`src/rtl/lsu_mem_initiator.sv`:
```
// lsu_mem_initiator: core-side load/store unit for a word-organised data memory.
// One load or store is accepted per handshake (RISC-V funct3 sizes), turned into
// one or two word-aligned bus beats with byte enables, and answered with a single
// resp_valid pulse carrying extended load data or an error flag.
//
// Build option LSU_MISALIGN_SPLIT_EN:
//   defined   - accesses straddling a word boundary are split into two beats
//   undefined - such accesses are rejected with resp_err and no bus activity;
//               the second-beat state and lane logic are not built

// Per-byte-lane write steering. Lane i carries source byte (i - off) mod 4;
// the first beat owns lanes at or above the offset, the second beat owns the
// lanes below it that wrapped into the next word.
module lsu_lane #(
    parameter int LANE = 0
) (
    input  logic [1:0]  off,
`ifdef LSU_MISALIGN_SPLIT_EN
    input  logic        beat1,
`endif
    input  logic [3:0]  mask,
    input  logic [31:0] wdata,
    output logic        be,
    output logic [7:0]  lane_data
);
    localparam logic [1:0] IDX = 2'(LANE);

    logic [1:0] src;
    logic       active;

    // Select which request byte lands on this lane and whether the lane is live
    always_comb begin
        src = IDX - off;
`ifdef LSU_MISALIGN_SPLIT_EN
        active = beat1 ? (IDX < off) : (IDX >= off);
`else
        active = (IDX >= off);
`endif
        be        = active & mask[src];
        lane_data = active ? wdata[{src, 3'b000} +: 8] : 8'h00;
    end
endmodule

module lsu_mem_initiator #(
    parameter int ADDR_WIDTH     = 32,
    parameter int DATA_WIDTH     = 32,
    parameter int TIMEOUT_CYCLES = 255
) (
    input  logic                  clk,
    input  logic                  rst_n,
    // execute-stage request
    input  logic                  req_valid,
    output logic                  req_ready,
    input  logic                  req_we,
    input  logic [2:0]            req_funct3,
    input  logic [ADDR_WIDTH-1:0] req_addr,
    input  logic [DATA_WIDTH-1:0] req_wdata,
    // writeback response
    output logic                  resp_valid,
    output logic [DATA_WIDTH-1:0] resp_rdata,
    output logic                  resp_err,
    // data memory port
    output logic                  mem_req,
    output logic                  mem_we,
    output logic [ADDR_WIDTH-1:0] mem_addr,
    output logic [3:0]            mem_be,
    output logic [DATA_WIDTH-1:0] mem_wdata,
    input  logic                  mem_ack,
    input  logic [DATA_WIDTH-1:0] mem_rdata
);
    localparam int NUM_LANES = DATA_WIDTH / 8;

    localparam logic [2:0] S_IDLE = 3'd0;
    localparam logic [2:0] S_ACC0 = 3'd1;
`ifdef LSU_MISALIGN_SPLIT_EN
    localparam logic [2:0] S_ACC1 = 3'd2;
`endif
    localparam logic [2:0] S_RESP = 3'd3;
    localparam logic [2:0] S_ERR  = 3'd4;

    // Last count value before the wait is abandoned; the request is held for
    // exactly TIMEOUT_CYCLES cycles when no ack arrives.
    localparam logic [7:0] TO_LAST = 8'(TIMEOUT_CYCLES - 1);

    logic [2:0]            state;
    logic                  we_q;
    logic [2:0]            f3_q;
    logic [ADDR_WIDTH-1:0] addr_q;
    logic [DATA_WIDTH-1:0] wdata_q;
    logic [7:0]            tcnt;
    logic [DATA_WIDTH-1:0] beat0_q;
`ifdef LSU_MISALIGN_SPLIT_EN
    logic                  spans_q;
    logic [DATA_WIDTH-1:0] beat1_q;
`endif

    logic                  in_legal;
    logic                  in_spans;
    logic [3:0]            in_size;

    logic [3:0]                  size_mask;
    logic                        beat1;
    logic [ADDR_WIDTH-1:0]       word_addr;
    logic [NUM_LANES-1:0]        lane_be;
    logic [NUM_LANES-1:0][7:0]   lane_wd;

    logic [2*DATA_WIDTH-1:0]     pair;
    logic [DATA_WIDTH-1:0]       win;
    logic [DATA_WIDTH-1:0]       load_data;

    assign req_ready = (state == S_IDLE);

    // Classify the incoming request: funct3 legality and word-boundary crossing
    always_comb begin
        case (req_funct3)
            3'b000, 3'b001, 3'b010: in_legal = 1'b1;
            3'b100, 3'b101:         in_legal = !req_we;   // unsigned forms are loads only
            default:                in_legal = 1'b0;
        endcase
        case (req_funct3[1:0])
            2'b00:   in_size = 4'd1;
            2'b01:   in_size = 4'd2;
            default: in_size = 4'd4;
        endcase
        in_spans = ({2'b00, req_addr[1:0]} + in_size) > 4'd4;
    end

    // Control FSM, request latch, beat data capture and ack timeout counter
    always_ff @(posedge clk) begin
        if (!rst_n) begin
            state   <= S_IDLE;
            we_q    <= 1'b0;
            f3_q    <= 3'b000;
            addr_q  <= '0;
            wdata_q <= '0;
            tcnt    <= 8'd0;
            beat0_q <= '0;
`ifdef LSU_MISALIGN_SPLIT_EN
            spans_q <= 1'b0;
            beat1_q <= '0;
`endif
        end else begin
            case (state)
                S_IDLE: begin
                    if (req_valid) begin
                        we_q    <= req_we;
                        f3_q    <= req_funct3;
                        addr_q  <= req_addr;
                        wdata_q <= req_wdata;
                        tcnt    <= 8'd0;
                        beat0_q <= '0;
`ifdef LSU_MISALIGN_SPLIT_EN
                        spans_q <= in_spans;
                        beat1_q <= '0;
                        state   <= in_legal ? S_ACC0 : S_ERR;
`else
                        state   <= (in_legal && !in_spans) ? S_ACC0 : S_ERR;
`endif
                    end
                end
                S_ACC0: begin
                    if (mem_ack) begin
                        beat0_q <= mem_rdata;
                        tcnt    <= 8'd0;
`ifdef LSU_MISALIGN_SPLIT_EN
                        state   <= spans_q ? S_ACC1 : S_RESP;
`else
                        state   <= S_RESP;
`endif
                    end else if (tcnt == TO_LAST) begin
                        state <= S_ERR;
                    end else begin
                        tcnt <= tcnt + 8'd1;
                    end
                end
`ifdef LSU_MISALIGN_SPLIT_EN
                S_ACC1: begin
                    // a timeout here leaves any first-beat store in memory
                    if (mem_ack) begin
                        beat1_q <= mem_rdata;
                        state   <= S_RESP;
                    end else if (tcnt == TO_LAST) begin
                        state <= S_ERR;
                    end else begin
                        tcnt <= tcnt + 8'd1;
                    end
                end
`endif
                S_RESP:  state <= S_IDLE;
                S_ERR:   state <= S_IDLE;
                default: state <= S_IDLE;
            endcase
        end
    end

    // Access-size byte mask from the latched funct3
    always_comb begin
        case (f3_q[1:0])
            2'b00:   size_mask = 4'b0001;
            2'b01:   size_mask = 4'b0011;
            default: size_mask = 4'b1111;
        endcase
    end

    genvar gi;
    generate
        for (gi = 0; gi < NUM_LANES; gi++) begin : g_lane
            lsu_lane #(.LANE(gi)) u_lane (
                .off       (addr_q[1:0]),
`ifdef LSU_MISALIGN_SPLIT_EN
                .beat1     (beat1),
`endif
                .mask      (size_mask),
                .wdata     (wdata_q),
                .be        (lane_be[gi]),
                .lane_data (lane_wd[gi])
            );
        end
    endgenerate

    // Bus drive: fields come only from latched state so they stay stable
    // for the whole beat, and read as zero whenever no request is up
    always_comb begin
`ifdef LSU_MISALIGN_SPLIT_EN
        beat1   = (state == S_ACC1);
        mem_req = (state == S_ACC0) || (state == S_ACC1);
`else
        beat1   = 1'b0;
        mem_req = (state == S_ACC0);
`endif
        word_addr = {addr_q[ADDR_WIDTH-1:2], 2'b00};
        mem_addr  = '0;
        mem_we    = 1'b0;
        mem_be    = 4'b0000;
        mem_wdata = '0;
        if (mem_req) begin
            mem_addr = beat1 ? (word_addr + ADDR_WIDTH'(4)) : word_addr;
            mem_we   = we_q;
            mem_be   = lane_be;
            if (we_q) mem_wdata = lane_wd;
        end
    end

    // Load extraction from the captured beat pair, then size/sign extension
    always_comb begin
`ifdef LSU_MISALIGN_SPLIT_EN
        pair = {beat1_q, beat0_q};
`else
        pair = {{DATA_WIDTH{1'b0}}, beat0_q};
`endif
        win = DATA_WIDTH'(pair >> {addr_q[1:0], 3'b000});
        case (f3_q)
            3'b000:  load_data = {{24{win[7]}}, win[7:0]};
            3'b001:  load_data = {{16{win[15]}}, win[15:0]};
            3'b100:  load_data = {24'h000000, win[7:0]};
            3'b101:  load_data = {16'h0000, win[15:0]};
            default: load_data = win;
        endcase
    end

    // One-cycle response; data only for successful loads
    always_comb begin
        resp_valid = (state == S_RESP) || (state == S_ERR);
        resp_err   = (state == S_ERR);
        resp_rdata = ((state == S_RESP) && !we_q) ? load_data : '0;
    end
endmodule
```
`config.mk`:
```
export PLATFORM = sky130hd
export DESIGN_NAME = lsu_mem_initiator
export DESIGN_NICKNAME = d
export VERILOG_FILES = /design/src/rtl/lsu_mem_initiator.sv
export SDC_FILE = /design/constraint.sdc
export NUM_CORES = 1
export LEC_CHECK = 0
export CAP_MARGIN = 40
export CELL_PAD_IN_SITES_DETAIL_PLACEMENT = 1
export CELL_PAD_IN_SITES_GLOBAL_PLACEMENT = 1
export CORE_MARGIN = 3
export CORE_UTILIZATION = 37
export CTS_CLUSTER_DIAMETER = 30
export CTS_CLUSTER_SIZE = 25
export DETAILED_ROUTE_END_ITERATION = 6
export PLACE_DENSITY = 0.91
export SYNTH_ARGS = -nofsm -noshare
export SYNTH_HDL_FRONTEND = slang
export SYNTH_HIERARCHICAL = 1
export SYNTH_SLANG_ARGS = --single-unit
```
`constraint.sdc`:
```
create_clock -name clk -period 3.4 [get_ports clk]
set_input_delay 0.34 -clock clk [delete_from_list [all_inputs] [get_ports clk]]
set_output_delay 0.34 -clock clk [all_outputs]
set_load 0.01 [all_outputs]
```
## Yosys cells after proc, flatten, opt, wreduce, memory -nomap -nowiden

Cells that the tools add are included.

| word-level totals | value |
|---|---|
| word-level logic and storage cells | 100 |
| input port bits | 104 |
| flip-flop bits (word level) | 111 |

| cells by class | value |
|---|---|
| equal/unequal tests | 17 |
| shift-type cells | 5 |
| bitwise gates (word level) | 4 |
| $lt $le $gt $ge | 9 |
| reduce and logical (&&, ||, !) cells | 18 |
| $add $sub $neg | 6 |
| muxes and demuxes | 34 |

Operators with widths:

| kind | count |
|---|---|
| two-way mux 32 bit | 6 |
| one-hot mux 32 bit (4 select lines) | 1 |
| indexed part select 32 x 6 -> 8 bit | 4 |
| one-hot mux 32 bit (2 select lines) | 1 |
| two-way mux 8 bit | 7 |
| >> shifter 32 x 5 -> 32 bit | 1 |
| one-hot mux 8 bit (2 select lines) | 1 |
| == test 3 bit, second input constant | 5 |
| < comparator 2 x 3 -> 1 bit, second input constant | 4 |
| two-way mux 3 bit | 4 |
| one-hot mux 3 bit (2 select lines) | 2 |
| == test 3 x 1 -> 1 bit, second input constant | 3 |
| logical NOT 3 bit | 3 |
| adder 8 x 1 -> 8 bit, second input constant | 1 |
| binary-select mux 1 bit (select 2 bit) | 4 |
| == test 8 bit, second input constant | 1 |
| one-hot mux 4 bit (2 select lines) | 1 |
| == test 3 x 2 -> 1 bit, second input constant | 2 |
| AND reduction 3 bit | 2 |
| two-way mux 1 bit | 5 |
| adder 2 x 4 -> 4 bit | 1 |
| bitwise AND 1 bit | 4 |
| == test 2 x 1 -> 1 bit, second input constant | 2 |
| >= comparator 1 x 2 -> 1 bit, first input constant | 2 |
| 18 further kinds | 26 |

## Depth between registers and ports, before layout

| depth | value |
|---|---|
| depth in word-level cells | 9 |
| mapped depth | 8 |

## Cells and area by module

The synthesis kept the hierarchy.

Modules (own cells, without submodules):

| module | times used | cells each | area an instance (um2) |
|---|---|---|---|
| lsu_mem_initiator | 1 | 718 | 5833.1 |
| lsu_lane at g_lane[0].u_lane | 1 | 35 | 301.5 |
| lsu_lane at g_lane[2].u_lane | 1 | 34 | 300.3 |
| lsu_lane at g_lane[3].u_lane | 1 | 11 | 219.0 |
| lsu_lane at g_lane[1].u_lane | 1 | 20 | 138.9 |

## Worst setup path before layout

Ideal clock, no wire load.

| path | value |
|---|---|
| kind | register to output |
| start point | reg addr_q[0] |
| end point | out resp_rdata[10] |
| data required time | 3060 ps |
| setup slack | 1254 ps |
| arrival time | 1806 ps |
| path buffers | 2 |
| stages on the path, launching flop included | 6 |
| cell sequence | dfxtp_1 > buf_2 > mux2_2 > or3_1 > clkbuf_1 > a21oi_1 |

| between the ends | value |
|---|---|
| word-level cells in the longest chain between the ends | 3 |

RTL lines:

| element | RTL line | text |
|---|---|---|
| start, declared | 88 | `logic [ADDR_WIDTH-1:0] addr_q;` |
| start signal, assigned | 148 | `addr_q <= req_addr;` |
| >> shifter 32 x 5 -> 32 bit | 251 | `win = DATA_WIDTH'(pair >> {addr_q[1:0], 3'b000});` |
| one-hot mux 32 bit (4 select lines) | 252 | `case (f3_q)` |
| two-way mux 32 bit | 265 | `resp_rdata = ((state == S_RESP) && !we_q) ? load_data : '0;` |
| end, declared | 60 | `output logic [DATA_WIDTH-1:0] resp_rdata,` |

Every way passes these cells.

## Final worst setup path

| path | value |
|---|---|
| start point | reg addr_q[1] |
| end point | out resp_rdata[19] |

Same word-level chain as after synthesis.

==> reports/metrics.cfg <==
[sta]
hold_viol = 0
setup_tns_ps = 0
worstMarginPinSlew_ps = 753
finalMaxSlewViolations = 0
setup_violations = 0
max-slew-margin-rel_pct = 49.8
fin_skew_ps = 8.83
period_needed_ps = 3180
rsz0062_at_grt = false
finalWorstSetupSlack_ps = 222
hold_ws_ps = 451
fmaxAchievable_mhz = 315
finalCritPeriodShare_pct = 93.5

[logic_synthesis]
ys_types = 55
syn_area_mm2 = 0.00679
ys_ff_latch = 111
synthCells = 818
yosys-top-cells-count = nand2_1 (180), dfxtp_1 (111), a21boi_0 (80), mux2i_1 (67), clkbuf_1 (46)
postSynthAreaPerCell_um2 = 8.30
yosysWarningCount = 6
synth_top_area_cell = dfxtp_1
ys.flop_type = dfxtp_1
synth_most_common_cell = nand2_1
synthTopCellsByArea = dfxtp_1 (33%), nand2_1 (9.9%), mux2i_1 (9.9%)
synthArstFlopShare_pct = 0
synth_top_cell_area_share_pct = 32.7
yosysSeqAreaShare_pct = 32.7
synth_edf_count = 0

[clock_network]
cts_max_level = 3
cts_setup_buffers = 0
cts_hold_buf = 0
clk_pin_slew_worst_paths_ps = 80
cts.sinks = 111
numCtsBuffers = 9
insertion_delay_ps = 350
cts_buffer_depth = 2
cts_tree = yes
cts_resized = 0
root_buffer = clkbuf_16

[grt]
use_met2_pct = 39.2
grt_pass1_vias = 6764
grt_first_pass_wirelength_um = 36700
grt_max_degree = 69
antenna_found_initial = 2
grt-ovfl-total = 0
grt_use_total_pct = 22.8
met1_usage_pct = 28.9
use_met3_pct = 3.67
grt_busiest_layer = met2

[power]
power_mw = 3.14
pwr-share-clk_pct = 32.7
p_switching_mw = 0.956
p_per_area_mw_per_mm2 = 342
power.share.sequential_pct = 45.8
leakage_nw = 3.29
combinationalPowerShare_pct = 21.4
internal_power_mw = 2.18
switching_share_pct = 30.4
peakVddDrop_mv = 0.251

[placement]
placedCellCount = 1190
gp_congestion = 0.935
dp_hpwl_um = 17100
postPlaceCellArea_mm2 = 0.00888
port_buffers = 206
place_ws_ps = 618

[critical_path]
startpoint = addr_q[1]
cp_data_arrival_time_ps = 2840
endpoint_kind = output pin
cp_max_fo = 18
cp-start-kind = flip-flop
worstPathRequired_ps = 3060
crit-reg2reg-launch = state[0]
path_class = reg2out

[drt]
wl_per_cell_um = 19.4
num_vias = 6634
antenna_left = 0
drc = 0
drt_iter0_drc = 332
firstDrtPassIters = 5
via_per_inst = 5.49
routed_wl_um = 23500

[floorplanning]
design.core.area_mm2 = 0.0177
rows = 48
start_util_pct = 38.5
dieArea_mm2 = 0.0200
die_x_um = 141
die_y_um = 141
ios = 209

[run_status]
run_status = finished, final reports clean

[worst_hold_path]
hp-class = reg2reg
min_from = addr_q[23]

[cells_and_area]
fin_util_pct = 51.9
drive_gt1_share_pct = 7.24
final_area_mm2 = 0.00917
finalNonFillerCells = 1208
syn2layout_area_growth_pct = 35.0
layout.nets = 1087

[job]
cap_viol_max_count = 0

path summary, 6_finish.rpt:
kind,slack (ps),to,cells past startpoint
worst max register to register,1040,f3_q[1],6
worst min-delay path,450,addr_q[23],2
worst max-delay path,220,resp_rdata[19],6
worst min register to register,450,addr_q[23],2
power by group through the flow:
stage	clock network, mW	logic (mW)	registers, mW
after floorplan	0	0.445	1.43
after global placement	0	0.648	1.46
after detailed placement	0	0.668	1.47
after CTS	1.06	0.673	1.44
after global routing	1.12	0.737	1.45
final	1.03	0.672	1.44
registers in the layout, summed over array words and instances (netlist names):
register / count
addr_q: 32
tcnt: 8
state: 3
beat0_q: 32
f3_q: 3
we_q: 1
wdata_q: 32
placed cells by master, fill, tap and decap left out, drive strengths merged, types with 9 or more instances in the layout:
master,netlist,layout
nor2,16,16
a211oi,17,17
and2,36,36
nand2,180,180
mux2i,67,67
nand3,14,14
a21oi,12,12
o22ai,18,18
and3,35,35
nor2b,10,10
clkbuf,47,9
o21ai,9,9
buf,36,21
clkdlybuf4s50,0,205
nand4,33,33
dfxtp,111,111
mux4,10,10
a21boi,102,102
cell type report:
cell class                 count  area (um2)
clock buffer                   9         225
clock inverter                 7        55.1
multi-input combinational    624        4160
inverter                       4        15.0
tap                          225         282
timing repair buffer         226        2210
fill                        2109        8490
antenna                        2        5.00
sequential                   111        2220
worst max-delay path, stage by stage, from the launching register on:
cell and delay (ps):
dfxtp_2 560, buf_4 320, mux4_2 520, nor2_1 260, a211o_4 230, o21ai_2 70, clkdlybuf4s50_1 520
routing by layer:
layer,share of wire (%),vias to the layer above
met2,50,182
met5,0,-
met1,43,3239
met3,5.0,33
met4,2.5,0
li1,-,3180
kinds of logic after synthesis:
logic type | after synthesis | share of synthesized area (%)
compound gates | 185 | 20.6
fa+ha+maj | 7 | 1.40
buf+inv | 87 | 6.43
flops | 111 | 32.7
mux | 79 | 13.5
other cells | 2 | 0.111
simple gates | 347 | 25.2
Power figures use the tool's default switching activity.
